### src/rtl/sips4_ram_arbiter.sv
// Two-port req/gnt arbiter in front of the SIPS4 16x4 data RAM (core port 0, loader port 1).
// Define SIPS4_ARB_FIXED_PRIO_EN for fixed port-0 priority; default is round-robin.
module sips4_ram_arbiter #(
  parameter int AW = 4,
  parameter int DW = 4
) (
  input  logic          clk,
  input  logic          rst,
  input  logic          req0,
  input  logic          we0,
  input  logic [AW-1:0] addr0,
  input  logic [DW-1:0] wdata0,
  output logic          gnt0,
  output logic          rvalid0,
  input  logic          req1,
  input  logic          we1,
  input  logic [AW-1:0] addr1,
  input  logic [DW-1:0] wdata1,
  output logic          gnt1,
  output logic          rvalid1,
  output logic [DW-1:0] rdata,
  output logic          ram_wen,
  output logic [AW-1:0] ram_waddr,
  output logic [AW-1:0] ram_raddr,
  output logic [DW-1:0] ram_wdata,
  input  logic [DW-1:0] ram_rdata
);

  typedef enum logic {
    IDLE,
    RD_ADDR
  } state_t;

  state_t        state;
  logic          rd_port;
  logic          ready;
  logic          win0;
  logic          accept;
  logic          sel;
  logic          sel_we;
  logic [AW-1:0] sel_addr;
  logic [DW-1:0] sel_wdata;

`ifndef SIPS4_ARB_FIXED_PRIO_EN
  logic          rr_last;
`endif

  // win0 says who takes a conflict: port 0 unless it was the last port served.
  always_comb begin
    ready = (state == IDLE) && !rst;
`ifdef SIPS4_ARB_FIXED_PRIO_EN
    win0  = 1'b1;
`else
    win0  = rr_last;
`endif
    gnt0      = ready && req0 && (!req1 || win0);
    gnt1      = ready && req1 && (!req0 || !win0);
    accept    = gnt0 || gnt1;
    sel       = gnt1;
    sel_we    = sel ? we1    : we0;
    sel_addr  = sel ? addr1  : addr0;
    sel_wdata = sel ? wdata1 : wdata0;
  end

  assign rdata = ram_rdata;

  always_ff @(posedge clk) begin
    if (rst) begin
      state     <= IDLE;
      rd_port   <= 1'b0;
      ram_wen   <= 1'b0;
      ram_waddr <= '0;
      ram_raddr <= '0;
      ram_wdata <= '0;
      rvalid0   <= 1'b0;
      rvalid1   <= 1'b0;
`ifndef SIPS4_ARB_FIXED_PRIO_EN
      rr_last   <= 1'b1;
`endif
    end else begin
      ram_wen <= 1'b0;
      rvalid0 <= 1'b0;
      rvalid1 <= 1'b0;
      case (state)
        IDLE: begin
          if (accept) begin
            ram_waddr <= sel_addr;
            ram_raddr <= sel_addr;
            ram_wdata <= sel_wdata;
            ram_wen   <= sel_we;
`ifndef SIPS4_ARB_FIXED_PRIO_EN
            rr_last   <= sel;
`endif
            if (!sel_we) begin
              state   <= RD_ADDR;
              rd_port <= sel;
            end
          end
        end
        // RAM is sampling ram_raddr this cycle; its q appears next cycle with the strobe.
        RD_ADDR: begin
          state   <= IDLE;
          rvalid0 <= !rd_port;
          rvalid1 <= rd_port;
        end
        default: state <= IDLE;
      endcase
    end
  end

endmodule
### config.mk
export PLATFORM = sky130hd
export DESIGN_NAME = sips4_ram_arbiter
export DESIGN_NICKNAME = d
export VERILOG_FILES = /design/src/rtl/sips4_ram_arbiter.sv
export SDC_FILE = /design/constraint.sdc
export NUM_CORES = 1
export LEC_CHECK = 0
export CAP_MARGIN = 15
export CORE_MARGIN = 4
export CORE_UTILIZATION = 32
export CTS_CLUSTER_SIZE = 8
export DETAILED_ROUTE_END_ITERATION = 6
export GPL_ROUTABILITY_DRIVEN = 0
export PLACE_DENSITY = 0.76
export SYNTH_ARGS = -nofsm -noshare
export SYNTH_HDL_FRONTEND = slang
export SYNTH_SLANG_ARGS = --single-unit
### constraint.sdc
create_clock -name clk -period 3.8 [get_ports clk]
set_input_delay 0.95 -clock clk [delete_from_list [all_inputs] [get_ports clk]]
set_output_delay 0.95 -clock clk [all_outputs]
set_load 0.005 [all_outputs]
==> metrics.txt <==
status=finished clean; cell taking the most area after synthesis=dfxtp_1; CTS Sinks=14; Adder-Cell Fraction of Synth Area=0; Req. time, crit path=between 2 and 3 ns; worst vdd ir=around 0.26 mV; final setup violating endpoints=0; Int Pwr=279 uW; die area=between 0.003 and 0.004 mm^2; die width=approximately 57 um; vias=around 750; Post-route DRC=0; vias in the first global route=770; Root Driver=clkbuf_4; DR pass1 iterations=4; CTS H-tree depth=1; fillers=approximately 230; Synth Area in XOR/XNOR=0; CP delay by family, top=buffers and inverters; crit end category=output pin; top-area cell type share of the netlist area=0.362; synth cell count leaders=dfxtp_1, o21ai_1, a21oi_1, nand4_1; Synth Register Bits=14; cts bufs inserted=3; min cycle time layout=around 3.4 ns; Final Max Slew Viols=0; Main synth FF type=dfxtp_1; Post-synth EDFFs=0; Total GRT Usage=0.138; num rows=17; met1 usage=0.178; clock tree buffer depth=2; Total Power=383 uW; Leak=0.397 nW; simple-gate portion of the synthesized area=0.184; fraction of layout cells with a size suffix above 1=0.158; NetSw=104 uW; met3 Usage GRT=0.0475; final net count=141; CTS clock-pin slew for the worst setup and hold paths=roughly 0.09 ns; cts repair resizes=0; share of synthesized registers carrying an async set or reset=0; cells after synthesis=83; Largest stage delay, worst path=0.52 ns; Crit path buffers/inverters=2; Pwr Density=roughly 330 mW/mm^2; CP arrival=2.41 ns; DRT antenna net count=0; placed insts=138; Syn Nets=about 110; Synth Area per Inst=9.33 um^2; fmax=0.298 GHz; TritonCTS clock tree=done; Net Sw Frac=0.271; synthesized area=774 um^2; largest family of logic cells by synthesized area=compound AO/OA/AOI/OAI gates; synth-to-layout area growth=48.8%; top-count cell post-synth=dfxtp_1; core area=0.00225 mm^2; antenna diode count=0; Slew Limit Headroom=0.723; Synthesis Warnings=0; Worst Path Class, Setup=in2out; I/O Buffers=38; drt wl/cell=15.1 um; I/O pins=47; part of the power in registers=0.434; top area cells in the synthesized netlist=dfxtp_1, a311oi_2, buf_4; part of the power in combinational logic=0.282; GR Util met2=0.215; busiest grt layer=met2; chip height=57.2 um; crit-path cells=clkdlybuf4s50_1 -> a211o_1 -> nor2_1 -> clkdlybuf4s50_1; setup tns final=0 ns; Final Cycle Share=0.884; Hold Path Class=reg2reg; Clock Power Share=0.283; CP dominant cell by count=clkdlybuf4s50_1; hold slack=0.439 ns; Synth Area in Compound Gates=0.315; Initial Util=0.344; first-pass GRT wire length=about 3.6 mm; hpwl dp=1.60 mm; postcts setup bufs=0; Vias/cell=5.31; Hold Buf Count CTS=0; synth unique cells=24; final hold viol count=0; CP max stage cell=clkdlybuf4s50_1; largest net degree at the start of global routing=20; RSZ-0062 raised after global routing=false; GRT overflow=0; sequential area share after synthesis=0.362; DRT iter0 DRCs=6; initial antenna violation count=0; worst skew pair latency=0.28 ns; Max FO, Critical Path=5; Final Skew=0.00380 ns; maxcap violations=0; routed wire length=2.15 mm; Final Non-Filler Cells=142; proportion of synthesized area in mux cells=0; Worst-Margin Slew=a little over 0.4 ns; Worst setup SP type=primary input
==> worst paths after layout <==
kind              startpoint  slack (ns)            to  cells after the start
setup / recovery        req0        0.44          gnt1                      4
hold / removal       rd_port        0.44       rvalid0                      1
setup reg to reg       state        2.46  ram_wdata[1]                      3
hold reg to reg      rd_port        0.44       rvalid0                      1
==> final cells by class <==
cell class / instances / area (um^2) / share of cell area
repair buffers: 42 / 410 / 0.356
multi-input cells: 53 / 387 / 0.336
flip-flops and latches: 14 / 280 / 0.243
clock buffers: 4 / 36.3 / 0.0315
well taps: 28 / 35.0 / 0.0304
inverters: 1 / 3.75 / 0.00326
==> placed cells by master, fill, tap and decap left out, drive strengths merged <==
cell	instances
buf	4
or2	1
nor2b	1
a211o	1
a221o	1
a21oi	9
a311oi	8
dfxtp	14
and3	1
nor2	3
o32a	1
o21ai	10
clkdlybuf4s50	38
nor3b	1
nand2b	1
nand4	9
nor3	2
nand2	2
and2	1
inv	1
clkbuf	4
and3b	1
==> kinds of logic after synthesis <==
group / count (synthesis)
AOI/OAI and AO/OA: 30
buffers and inverters: 16
DFF: 14
and+or+nand+nor: 23
==> metrics by stage <==
step	utilization	setup WS, ns	area, um^2
after CTS	0.511	0.431	1150
after global placement	0.495	0.475	1120
after detailed placement	0.495	0.436	1120
after floorplan	-	1.32	774
final	0.511	0.441	1150
after global routing	0.511	0.372	1150
==> power groups by stage <==
stage,logic (mW),registers [mW],clock network (mW)
floorplan,0.0581,0.169,0
global placement,0.107,0.169,0
finish,0.108,0.166,0.108
detailed placement,0.108,0.170,0
global route,0.118,0.168,0.118
CTS,0.109,0.166,0.111
==> sequential cells by signal, summed over array words and instances (netlist names) <==
register / count
ram_raddr: 4
ram_wdata: 4
ram_wen: 1
rd_port: 1
rr_last: 1
rvalid0: 1
rvalid1: 1
state: 1
==> layer usage <==
metal / part of all wire / up-vias / wire length [um]
met1: 0.44 / 336 / 945
met4: 0.0093 / 0 / 20
met2: 0.45 / 42 / 956
li1: - / 374 / -
met3: 0.10 / 2 / 223
met5: 0 / - / 0
(Power assumes the default switching activity.)
